### config.mk
export PLATFORM = sky130hd
export DESIGN_NAME = ctl_reg_fetch
export DESIGN_NICKNAME = d
export VERILOG_FILES = /design/src/rtl/ctl_reg_fetch_pkg.sv /design/src/rtl/ctl_reg_fetch_reader.sv /design/src/rtl/ctl_reg_fetch.sv
export SDC_FILE = /design/constraint.sdc
export NUM_CORES = 1
export LEC_CHECK = 0
export ABC_AREA = 1
export BUFFER_PORTS_ARGS = -buffer_cell sky130_fd_sc_hd__buf_2
export CAP_MARGIN = 20
export CORE_ASPECT_RATIO = 1.4
export CORE_MARGIN = 2
export CORE_UTILIZATION = 56
export DETAILED_ROUTE_END_ITERATION = 7
export HOLD_SLACK_MARGIN = 0.1
export PLACE_DENSITY = 0.8
export SYNTH_ARGS = -nofsm -noshare
export SYNTH_HDL_FRONTEND = slang
export SYNTH_HIERARCHICAL = 1
export SYNTH_SLANG_ARGS = --single-unit
export TNS_END_PERCENT = 10
### constraint.sdc
create_clock -name CLK -period 2.6 [get_ports CLK]
set_clock_uncertainty 0.2 [all_clocks]
set_input_delay 0.39 -clock CLK [delete_from_list [all_inputs] [get_ports CLK]]
set_output_delay 0.39 -clock CLK [all_outputs]
set_load 0.05 [all_outputs]
### src/rtl/ctl_reg_fetch_pkg.sv
// Shared types, reset defaults and register-map constants for the controller
// register fetch sequencer.
package ctl_reg_fetch_pkg;

  localparam logic [7:0] ADDR_CTL_FLAG   = 8'h00;
  localparam logic [7:0] ADDR_FPGA_STATE = 8'h01;
  localparam int         FORCE_FAN_BIT   = 13;
  localparam int         NUM_GROUPS      = 6;
  localparam int         SHADOW_WORDS    = 14;

  typedef enum logic [2:0] {
    IDLE, FLAG_RD, DECIDE, LOAD, COMMIT, STATE_WR
  } state_e;

  // Order doubles as service priority and as the ctl flag bit index.
  typedef enum logic [2:0] {
    GRP_MOD      = 3'd0,
    GRP_STM      = 3'd1,
    GRP_SILENCER = 3'd2,
    GRP_PWE      = 3'd3,
    GRP_DEBUG    = 3'd4,
    GRP_SYNC     = 3'd5
  } group_e;

  typedef enum logic {STM_FOCUS = 1'b0, STM_GAIN = 1'b1} stm_mode_e;
  typedef enum logic {FIXED_COMPLETION_STEPS = 1'b0, FIXED_UPDATE_RATE = 1'b1} silencer_mode_e;

  typedef struct packed {
    logic        req_rd_segment;
    logic [15:0] cycle_0;
    logic [15:0] cycle_1;
    logic [31:0] freq_div_0;
    logic [31:0] freq_div_1;
    logic [15:0] rep_0;
    logic [15:0] rep_1;
    logic [15:0] transition_mode;
  } mod_settings_t;

  typedef struct packed {
    stm_mode_e   mode;
    logic        req_rd_segment;
    logic [15:0] cycle_0;
    logic [15:0] cycle_1;
    logic [31:0] freq_div_0;
    logic [31:0] freq_div_1;
    logic [15:0] rep_0;
    logic [15:0] rep_1;
    logic [15:0] sound_speed_0;
    logic [15:0] sound_speed_1;
    logic [15:0] transition_value;
  } stm_settings_t;

  typedef struct packed {
    silencer_mode_e mode;
    logic [15:0]    update_rate_intensity;
    logic [15:0]    update_rate_phase;
    logic [15:0]    completion_steps_intensity;
    logic [15:0]    completion_steps_phase;
  } silencer_settings_t;

  typedef logic [SHADOW_WORDS-1:0][15:0] shadow_t;

  localparam mod_settings_t MOD_DEFAULT = '{
    req_rd_segment: 1'b0, cycle_0: 16'd0, cycle_1: 16'd0,
    freq_div_0: 32'd10, freq_div_1: 32'd10,
    rep_0: 16'hFFFF, rep_1: 16'hFFFF, transition_mode: 16'd0};

  localparam stm_settings_t STM_DEFAULT = '{
    mode: STM_FOCUS, req_rd_segment: 1'b0, cycle_0: 16'd0, cycle_1: 16'd0,
    freq_div_0: 32'd10, freq_div_1: 32'd10,
    rep_0: 16'hFFFF, rep_1: 16'hFFFF,
    sound_speed_0: 16'd0, sound_speed_1: 16'd0, transition_value: 16'd0};

  localparam silencer_settings_t SILENCER_DEFAULT = '{
    mode: FIXED_COMPLETION_STEPS,
    update_rate_intensity: 16'd256, update_rate_phase: 16'd256,
    completion_steps_intensity: 16'd10, completion_steps_phase: 16'd40};

  function automatic logic [7:0] group_base(group_e g);
    case (g)
      GRP_MOD:      return 8'h20;
      GRP_STM:      return 8'h50;
      GRP_SILENCER: return 8'h40;
      GRP_PWE:      return 8'h61;
      GRP_DEBUG:    return 8'hF0;
      default:      return 8'h11;
    endcase
  endfunction

  function automatic logic [3:0] group_len(group_e g);
    case (g)
      GRP_MOD:      return 4'd10;
      GRP_STM:      return 4'd14;
      GRP_SILENCER: return 4'd5;
      GRP_PWE:      return 4'd1;
      GRP_DEBUG:    return 4'd1;
      default:      return 4'd4;
    endcase
  endfunction

  // Lowest set bit wins; only meaningful when p is non-zero.
  function automatic group_e first_pending(logic [NUM_GROUPS-1:0] p);
    group_e g;
    g = GRP_SYNC;
    for (int i = NUM_GROUPS - 1; i >= 0; i--) begin
      if (p[i]) g = group_e'(i[2:0]);
    end
    return g;
  endfunction

  function automatic mod_settings_t unpack_mod(shadow_t s);
    mod_settings_t m;
    m.req_rd_segment  = s[0][0];
    m.cycle_0         = s[1];
    m.cycle_1         = s[2];
    m.freq_div_0      = {s[4], s[3]};
    m.freq_div_1      = {s[6], s[5]};
    m.rep_0           = s[7];
    m.rep_1           = s[8];
    m.transition_mode = s[9];
    return m;
  endfunction

  // Word 2 is the STM memory write page; it belongs to the host side only.
  function automatic stm_settings_t unpack_stm(shadow_t s);
    stm_settings_t m;
    m.mode             = stm_mode_e'(s[0][0]);
    m.req_rd_segment   = s[1][0];
    m.cycle_0          = s[3];
    m.cycle_1          = s[4];
    m.freq_div_0       = {s[6], s[5]};
    m.freq_div_1       = {s[8], s[7]};
    m.rep_0            = s[9];
    m.rep_1            = s[10];
    m.sound_speed_0    = s[11];
    m.sound_speed_1    = s[12];
    m.transition_value = s[13];
    return m;
  endfunction

  function automatic silencer_settings_t unpack_silencer(shadow_t s);
    silencer_settings_t m;
    m.mode                       = silencer_mode_e'(s[0][0]);
    m.update_rate_intensity      = s[1];
    m.update_rate_phase          = s[2];
    m.completion_steps_intensity = s[3];
    m.completion_steps_phase     = s[4];
    return m;
  endfunction

endpackage

### src/rtl/ctl_reg_fetch_reader.sv
// Issues a run of consecutive BRAM addresses and tags each returning word
// with its offset once the read latency has elapsed.
module bram_burst_reader #(
  parameter int RD_LATENCY = 2
) (
  input  logic       CLK,
  input  logic       RST_N,
  input  logic       start,
  input  logic [7:0] base,
  input  logic [3:0] len,
  output logic [7:0] addr,
  output logic       issue,
  output logic [3:0] rd_idx,
  output logic       rd_valid,
  output logic       done
);

  logic [7:0]            addr_q;
  logic [3:0]            remain_q;
  logic [3:0]            issue_idx_q;
  logic [3:0]            last_idx_q;
  logic [RD_LATENCY-1:0] vpipe_q;
  logic [3:0]            idx_pipe_q [RD_LATENCY];

  assign issue    = (remain_q != 4'd0);
  assign addr     = addr_q;
  assign rd_valid = vpipe_q[RD_LATENCY-1];
  assign rd_idx   = idx_pipe_q[RD_LATENCY-1];
  assign done     = rd_valid && (rd_idx == last_idx_q);

  // Address generator: remaining-word down-counter, one issue per cycle.
  always_ff @(posedge CLK or negedge RST_N) begin
    if (!RST_N) begin
      addr_q      <= '0;
      remain_q    <= '0;
      issue_idx_q <= '0;
      last_idx_q  <= '0;
    end else if (start) begin
      addr_q      <= base;
      remain_q    <= len;
      issue_idx_q <= '0;
      last_idx_q  <= len - 4'd1;
    end else if (issue) begin
      addr_q      <= addr_q + 8'd1;
      remain_q    <= remain_q - 4'd1;
      issue_idx_q <= issue_idx_q + 4'd1;
    end
  end

  // Delay line matching the BRAM read latency for valid and word offset.
  always_ff @(posedge CLK or negedge RST_N) begin
    if (!RST_N) begin
      vpipe_q <= '0;
      for (int i = 0; i < RD_LATENCY; i++) idx_pipe_q[i] <= '0;
    end else begin
      vpipe_q[0]    <= issue;
      idx_pipe_q[0] <= issue_idx_q;
      for (int i = 1; i < RD_LATENCY; i++) begin
        vpipe_q[i]    <= vpipe_q[i-1];
        idx_pipe_q[i] <= idx_pipe_q[i-1];
      end
    end
  end

endmodule

### src/rtl/ctl_reg_fetch.sv
// Polls the controller-BRAM ctl flag word, reloads register groups on flag
// rising edges and commits them atomically; mirrors THERMO into FPGA_STATE.
//
// state    | meaning
// IDLE     | present the ctl flag address
// FLAG_RD  | wait out read latency, capture flags, queue rising edges
// DECIDE   | state write first, then lowest pending group, else poll again
// LOAD     | burst-read the selected group into the shadow
// COMMIT   | shadow -> settings output, strobe, clear pending bit
// STATE_WR | write THERMO to FPGA_STATE
module ctl_reg_fetch
  import ctl_reg_fetch_pkg::*;
#(
  parameter int RD_LATENCY = 2
) (
  input  logic               CLK,
  input  logic               RST_N,
  output logic [7:0]         BRAM_ADDR,
  input  logic [15:0]        BRAM_RD_DATA,
  output logic               BRAM_WE,
  output logic [15:0]        BRAM_WR_DATA,
  input  logic               THERMO,
  output logic               FORCE_FAN,
  output mod_settings_t      MOD_SETTINGS,
  output stm_settings_t      STM_SETTINGS,
  output silencer_settings_t SILENCER_SETTINGS,
  output logic [15:0]        PWE_FULL_WIDTH_START,
  output logic [7:0]         DEBUG_OUT_IDX,
  output logic [63:0]        ECAT_SYNC_TIME,
  output logic               MOD_UPDATE,
  output logic               STM_UPDATE,
  output logic               SILENCER_UPDATE,
  output logic               PWE_UPDATE,
  output logic               DEBUG_UPDATE,
  output logic               SYNC_UPDATE,
  output logic               BUSY
);

  state_e                 state_q, state_d;
  group_e                 sel_q, pick;
  logic [1:0]             wait_cnt_q;
  logic [NUM_GROUPS-1:0]  pending_q;
  logic [NUM_GROUPS-1:0]  prev_flag_q;
  logic                   thermo_last_q;
  shadow_t                shadow_q;

  logic                   burst_start;
  logic [7:0]             burst_addr;
  logic                   burst_issue;
  logic [3:0]             burst_idx;
  logic                   burst_valid;
  logic                   burst_done;

  assign pick = first_pending(pending_q);
  assign BUSY = (state_q != IDLE);

  bram_burst_reader #(.RD_LATENCY(RD_LATENCY)) u_reader (
    .CLK      (CLK),
    .RST_N    (RST_N),
    .start    (burst_start),
    .base     (group_base(pick)),
    .len      (group_len(pick)),
    .addr     (burst_addr),
    .issue    (burst_issue),
    .rd_idx   (burst_idx),
    .rd_valid (burst_valid),
    .done     (burst_done)
  );

  // State register.
  always_ff @(posedge CLK or negedge RST_N) begin
    if (!RST_N) state_q <= IDLE;
    else        state_q <= state_d;
  end

  // Next state and BRAM port drive.
  always_comb begin
    state_d      = state_q;
    burst_start  = 1'b0;
    BRAM_ADDR    = '0;
    BRAM_WE      = 1'b0;
    BRAM_WR_DATA = '0;
    case (state_q)
      IDLE: begin
        BRAM_ADDR = ADDR_CTL_FLAG;
        state_d   = FLAG_RD;
      end
      FLAG_RD: begin
        BRAM_ADDR = ADDR_CTL_FLAG;
        if (wait_cnt_q == 2'd0) state_d = DECIDE;
      end
      DECIDE: begin
        if (THERMO != thermo_last_q) begin
          state_d = STATE_WR;
        end else if (pending_q != '0) begin
          state_d     = LOAD;
          burst_start = 1'b1;
        end else begin
          state_d = IDLE;
        end
      end
      LOAD: begin
        if (burst_issue) BRAM_ADDR = burst_addr;
        if (burst_done)  state_d   = COMMIT;
      end
      COMMIT: state_d = DECIDE;
      STATE_WR: begin
        BRAM_WE      = 1'b1;
        BRAM_ADDR    = ADDR_FPGA_STATE;
        BRAM_WR_DATA = {15'b0, THERMO};
        state_d      = DECIDE;
      end
      default: state_d = IDLE;
    endcase
  end

  // Flag capture, edge queueing, group selection and thermo tracking.
  always_ff @(posedge CLK or negedge RST_N) begin
    if (!RST_N) begin
      wait_cnt_q    <= '0;
      pending_q     <= '0;
      prev_flag_q   <= '0;
      thermo_last_q <= 1'b0;
      FORCE_FAN     <= 1'b0;
      sel_q         <= GRP_MOD;
    end else begin
      case (state_q)
        IDLE: wait_cnt_q <= 2'(RD_LATENCY - 1);
        FLAG_RD: begin
          if (wait_cnt_q == 2'd0) begin
            FORCE_FAN   <= BRAM_RD_DATA[FORCE_FAN_BIT];
            pending_q   <= pending_q | (BRAM_RD_DATA[NUM_GROUPS-1:0] & ~prev_flag_q);
            prev_flag_q <= BRAM_RD_DATA[NUM_GROUPS-1:0];
          end else begin
            wait_cnt_q <= wait_cnt_q - 2'd1;
          end
        end
        DECIDE:   if (burst_start) sel_q <= pick;
        COMMIT:   pending_q[sel_q] <= 1'b0;
        STATE_WR: thermo_last_q <= THERMO;
        default: ;
      endcase
    end
  end

  // Shadow capture of burst words; invisible until COMMIT.
  always_ff @(posedge CLK or negedge RST_N) begin
    if (!RST_N) shadow_q <= '0;
    else if (burst_valid) shadow_q[burst_idx] <= BRAM_RD_DATA;
  end

  // Atomic commit: settings and strobe change together on the same edge.
  always_ff @(posedge CLK or negedge RST_N) begin
    if (!RST_N) begin
      MOD_SETTINGS         <= MOD_DEFAULT;
      STM_SETTINGS         <= STM_DEFAULT;
      SILENCER_SETTINGS    <= SILENCER_DEFAULT;
      PWE_FULL_WIDTH_START <= '0;
      DEBUG_OUT_IDX        <= '0;
      ECAT_SYNC_TIME       <= '0;
      MOD_UPDATE           <= 1'b0;
      STM_UPDATE           <= 1'b0;
      SILENCER_UPDATE      <= 1'b0;
      PWE_UPDATE           <= 1'b0;
      DEBUG_UPDATE         <= 1'b0;
      SYNC_UPDATE          <= 1'b0;
    end else begin
      MOD_UPDATE      <= 1'b0;
      STM_UPDATE      <= 1'b0;
      SILENCER_UPDATE <= 1'b0;
      PWE_UPDATE      <= 1'b0;
      DEBUG_UPDATE    <= 1'b0;
      SYNC_UPDATE     <= 1'b0;
      if (state_q == COMMIT) begin
        case (sel_q)
          GRP_MOD: begin
            MOD_SETTINGS <= unpack_mod(shadow_q);
            MOD_UPDATE   <= 1'b1;
          end
          GRP_STM: begin
            STM_SETTINGS <= unpack_stm(shadow_q);
            STM_UPDATE   <= 1'b1;
          end
          GRP_SILENCER: begin
            SILENCER_SETTINGS <= unpack_silencer(shadow_q);
            SILENCER_UPDATE   <= 1'b1;
          end
          GRP_PWE: begin
            PWE_FULL_WIDTH_START <= shadow_q[0];
            PWE_UPDATE           <= 1'b1;
          end
          GRP_DEBUG: begin
            DEBUG_OUT_IDX <= shadow_q[0][7:0];
            DEBUG_UPDATE  <= 1'b1;
          end
          default: begin
            ECAT_SYNC_TIME <= {shadow_q[3], shadow_q[2], shadow_q[1], shadow_q[0]};
            SYNC_UPDATE    <= 1'b1;
          end
        endcase
      end
    end
  end

endmodule

# Word-level counts from Yosys, hierarchy flattened
# Cells that the tools add are included.
word_totals:
  input_bits: 19
  register_bits: 758
  out_inout_bits: 509
op_classes:
  n_reduce_logical: 27
  n_addsub: 5
  n_mux: 46
  n_eq_ne: 18
  bitwise: 6
  order_cmp: 4
op_table:
  columns: ["operator", "count"]
  rows:
  - ["224-bit bitwise mux", 1]
  - ["16-bit demux with 4-bit select", 1]
  - ["8-bit case mux with 5 select lines", 1]
  - ["8-bit two-way mux", 3]
  - ["2-bit AND reduction", 11]
  - ["3-bit two-way mux", 7]
  - ["1-bit two-way mux", 19]
  - ["3-bit by 2-bit == test with 1-bit output (second input constant)", 6]
  - ["16-bit two-way mux", 1]
  - ["4-bit two-way mux", 4]
  - ["4-bit case mux with 4 select lines", 1]
  - ["8-bit case mux with 2 select lines", 1]
  - ["3-bit case mux with 5 select lines", 1]
  - ["6-bit bitwise AND", 2]
  - ["3-bit == test (second input constant)", 4]
  - ["6-bit inverter", 2]
  - ["6-bit case mux with 2 select lines", 1]
  - ["3-bit by 1-bit == test with 1-bit output (second input constant)", 3]
  - ["3-bit logical NOT", 3]
  - ["8-bit by 1-bit adder with 8-bit output (second input constant)", 1]
  - ["4-bit by 1-bit subtractor with 4-bit output (second input constant)", 2]
  - ["6-bit two-way mux", 1]
  - ["2-bit != test (second input constant)", 3]
  - ["6-bit OR", 1]
  - ["20 further kinds", 26]

# Logic depth before layout (Yosys ltp)
logic_depth:
  ltp_word: 9
  depth_mapped: 11

# Hierarchy
# The synthesis kept the hierarchy.
by_module_without_submodules:
  columns: ["mod", "instances", "seq_area_each_um2", "cells_each", "area_per_inst_um2"]
  rows:
  - ["ctl_reg_fetch", 1, 18315.1, 2735, 27555.2]
  - ["bram_burst_reader", 1, 750.7, 178, 1510.2]

# Worst setup path after synthesis
# OpenSTA, ideal clock, no wires.
synth_timing:
  path_type: "register to output"
  start: "register u_reader.remain_q[0]"
  end: "output port BRAM_ADDR[1]"
  required_ps: 2010
  stages_incl_launch_ff: 7
  path_buffers: 1
  arrival_ps: 1780
  slack_ps: 230
  path_cell_list: "dfrtp_1 inv_1 ha_1 nand2_4 buf_1 nand2_1 nor2_1"
synth_between:
  elab_chain_len: 3
synth_lines:
  columns: ["item", "line_no", "text"]
  rows:
  - ["start, declared", "ctl_reg_fetch_reader.sv:19", "logic [3:0] remain_q;"]
  - ["start signal, assigned", "ctl_reg_fetch_reader.sv:40", "remain_q <= len;"]
  - ["start signal, assigned", "ctl_reg_fetch_reader.sv:45", "remain_q <= remain_q - 4'd1;"]
  - ["4-bit nonzero test", "ctl_reg_fetch_reader.sv:25", "assign issue = (remain_q != 4'd0);"]
  - ["net burst_issue", "ctl_reg_fetch.sv:49", "logic burst_issue;"]
  - ["8-bit two-way mux", "ctl_reg_fetch.sv:103", "if (burst_issue) BRAM_ADDR = burst_addr;"]
  - ["8-bit case mux with 2 select lines", "ctl_reg_fetch.sv:83", "case (state_q)"]
  - ["end, declared", "ctl_reg_fetch.sv:18", "output logic [7:0] BRAM_ADDR,"]
# The timed path passes the listed nets, and every way through them passes these cells.

# Final worst setup path
layout_timing:
  start: "register state_q[2]"
  end: "output port BRAM_ADDR[3]"
layout_between:
  elab_chain_len: 2
  word_cells_on_any_way: 3
  classes_between: "eq/ne: 2; mux: 1"
layout_lines:
  columns: ["item", "line_no", "text"]
  rows:
  - ["start, declared", "ctl_reg_fetch.sv:39", "state_e state_q, state_d;"]
  - ["start signal, assigned", "ctl_reg_fetch.sv:73", "else state_q <= state_d;"]
  - ["3-bit == test or 3-bit by 2-bit == test with 1-bit output (tied branches)", "ctl_reg_fetch.sv:83", null]
  - ["8-bit case mux with 2 select lines *", "ctl_reg_fetch.sv:83", null]
# Mark *: on every way between the ends. The rest lies on a longest branch, timed or not.

==> out/results.tsv <==
metric	value	unit
cts_max_level	3	
end_kind	output pin	
dpl.cell_count	3980	
startpoint_type	register	
port_buffers	512	
worstMarginPinSlew	971	ps
area_delta_synth_final	19.5	%
p_leak	0.0181	uW
irDropWorstVdd	1.14	mV
hold_viol	0	
use_met1	39.1	%
met2_usage	50.5	%
min_path_type	register to register	
synth_area	29100	um2
io_pins	528	
grt_pass1_wl	126000	um
ys_types	36	
grt_usage	31.0	%
criticalPathCategory	register to output pin	
dr_total_vias	22300	
status	complete, no violations	
final_max_slew_viol_count	0	
max_slew_margin	35.1	%
fin_crit	2470	ps
cp_cell_sequence	nor2_1 -> inv_1 -> nor2_1 -> buf_2	
period_share	95.0	%
timing.fmax	405	MHz
cts_tree	done	
drt_iter0_markers	1838	
fin_nets	3447	
post_drt_via_cell_ratio	5.40	
seq_area_frac_synth	65.6	%
wire_per_inst	19.9	um
ys_ff_latch	758	
dr.pass1.iters	6	
antenna_found_initial	1	
grt_max_degree	144	
drc_errors	0	
cpMaxStageDelayCell	dfrtp_1	
avgSynthCellArea	9.98	um2
cp_top_family	flip-flops	
n_fill_cell	3868	
first_global_vias	21800	
final_cells	4130	
path_buf_inv	2	
cp_data_arrival_time	1880	ps
final-setup-viol-count	0	
die_w	197	um
cp.required	2010	ps
layout-drive-gt1-share	25.3	%
hpwl	55500	um
cts_buffers	70	
clk_latency	610	ps
cts.sinks	758	
yosysWarnings	6	
die_y	274	um
totalWireLength	82300	um
place_congestion	0.867	
cts_root_buf	clkbuf_16	
setup_tns	0	ps
num_rows	98	
grt_remaining_overflow	0	
slowest_delay	470	ps
dieArea	53800	um2
initial_utilization	56.8	%
grtUsageMet3	5.31	%
grt_busiest_layer	met2	
coreArea	51100	um2
netlist_instances	2913	
power_density	1550	nW/um2
rsz0062_at_grt	false	
crit_top_cell	nor2_1	
clock_path_buffers	3	
antenna_left	0	
postCtsSetupBuffers	0	
maxCapViolations	0	
clk_pin_slew	70	ps
crit_fanout	8	
==> final timing paths <==
kind	start	to	slack (ps)	cells after the start
setup / recovery	state_q[2]	BRAM_ADDR[3]	130	4
hold / removal	u_reader/idx_pipe_q[4]	u_reader/rd_idx[0]	150	0
setup reg to reg	pending_q[0]	u_reader/last_idx_q[2]	370	7
hold reg to reg	u_reader/idx_pipe_q[4]	u_reader/rd_idx[0]	150	0
max in group asynchronous	RST_N	MOD_SETTINGS[15]	490	3
min in group asynchronous	RST_N	STM_SETTINGS[58]	320	2
==> flip-flops by register name, summed over array words and instances, names as in the netlist, 2 cells and up <==
name	flops
u_reader/last_idx_q	4
u_reader/rd_idx	4
state_q	3
sel_q	3
u_reader/addr	8
pending_q	6
SILENCER_SETTINGS	65
MOD_SETTINGS	145
ECAT_SYNC_TIME	64
wait_cnt_q	2
DEBUG_OUT_IDX	8
u_reader/remain_q	4
u_reader/vpipe_q	2
shadow_q	224
u_reader/idx_pipe_q	4
STM_SETTINGS	178
PWE_FULL_WIDTH_START	16
prev_flag_q	6
u_reader/issue_idx_q	4
==> report_power, final <==
| group | internal, uW | switching (uW) |
|---|---|---|
| combinational | 5060 | 18200 |
| sequential | 17100 | 2820 |
| clock | 6190 | 4450 |
| total | 28400 | 25400 |
==> area by class of cell <==
cell class | instances | area, um2 | share of cell area, %
Sequential cell | 758 | 19100 | 54.9
Multi-Input combinational cell | 1722 | 7950 | 22.9
Timing Repair Buffer | 603 | 3500 | 10.1
Clock buffer | 107 | 2090 | 6.02
Inverter | 267 | 1020 | 2.92
Tap cell | 650 | 813 | 2.34
Clock inverter | 20 | 294 | 0.847
Antenna cell | 3 | 7.51 | 0.0216
==> per-stage QoR <==
step	area [um2]	hold slack, ps	utilization (%)	power (uW)	setup WS (ps)
after global routing	34700	161	67.9	56600	4.34
final	34700	149	67.9	53800	130
after floorplan	29100	-106	-	36600	230
after CTS	34700	149	67.9	53900	5.21
after detailed placement	32100	115	62.8	43100	489
after global placement	32100	115	62.8	42400	559
==> cells in the final DEF, fill, tap and decap left out, types with 4 or more instances in the layout <==
cell,count
a21oi_1,8
buf_12,15
buf_2,510
buf_4,56
bufinv_16,6
clkbuf_1,18
clkbuf_16,71
clkbuf_8,18
clkinv_2,7
conb_1,18
dfrtp_1,680
dfstp_2,78
dlygate4sd3_1,20
ha_1,5
inv_1,256
inv_2,8
nand2_1,888
nand3_1,29
nand4_1,9
nor2_1,41
nor2_2,5
nor2_4,4
o21ai_0,333
o21ai_1,274
o21ai_2,81
xnor2_1,5
==> logic make-up after synthesis <==
group / synth area share (%)
AND/OR/NAND/NOR: 13.2
buffers and inverters: 7.47
other: 0.0129
AO/OA/AOI/OAI: 13.3
adder cells (fa/ha/maj): 0.258
flip-flops: 65.6
XOR/XNOR: 0.181
==> Yosys cell counts (all sizes together) <==
cell type  instances  area share [%]
clkinv             1           0.013
a31oi              1           0.022
ha                 6            0.26
xor2               1           0.030
conb               1           0.013
nor3               6            0.10
clkbuf            64            0.83
nor2              50            0.76
o211ai             2           0.069
inv              266             3.4
o21ai            688              13
nand3b             1           0.026
buf              119             3.2
dfstp             78             7.1
o21a               1           0.026
xnor2              5            0.15
a21boi             1           0.026
a21oi              8            0.14
nand2            889              12
dfrtp            680              59
o21bai             3           0.077
nand4              9            0.19
nand3             33            0.65
==> timing repair <==
action / in CTS / in global routing
gates resized for setup: 1 / 4
hold buffers: 20 / 0
endpoints found under the hold margin: 760 / 0
endpoints found under the setup margin: 8 / 8
==> per-layer routing <==
metal,vias to the layer above,routed length [um]
met5,-,0
met4,0,4760
met3,219,5850
met2,967,39900
met1,10900,31800
li1,10200,-
Note: power is estimated with default switching activity, not from simulation.
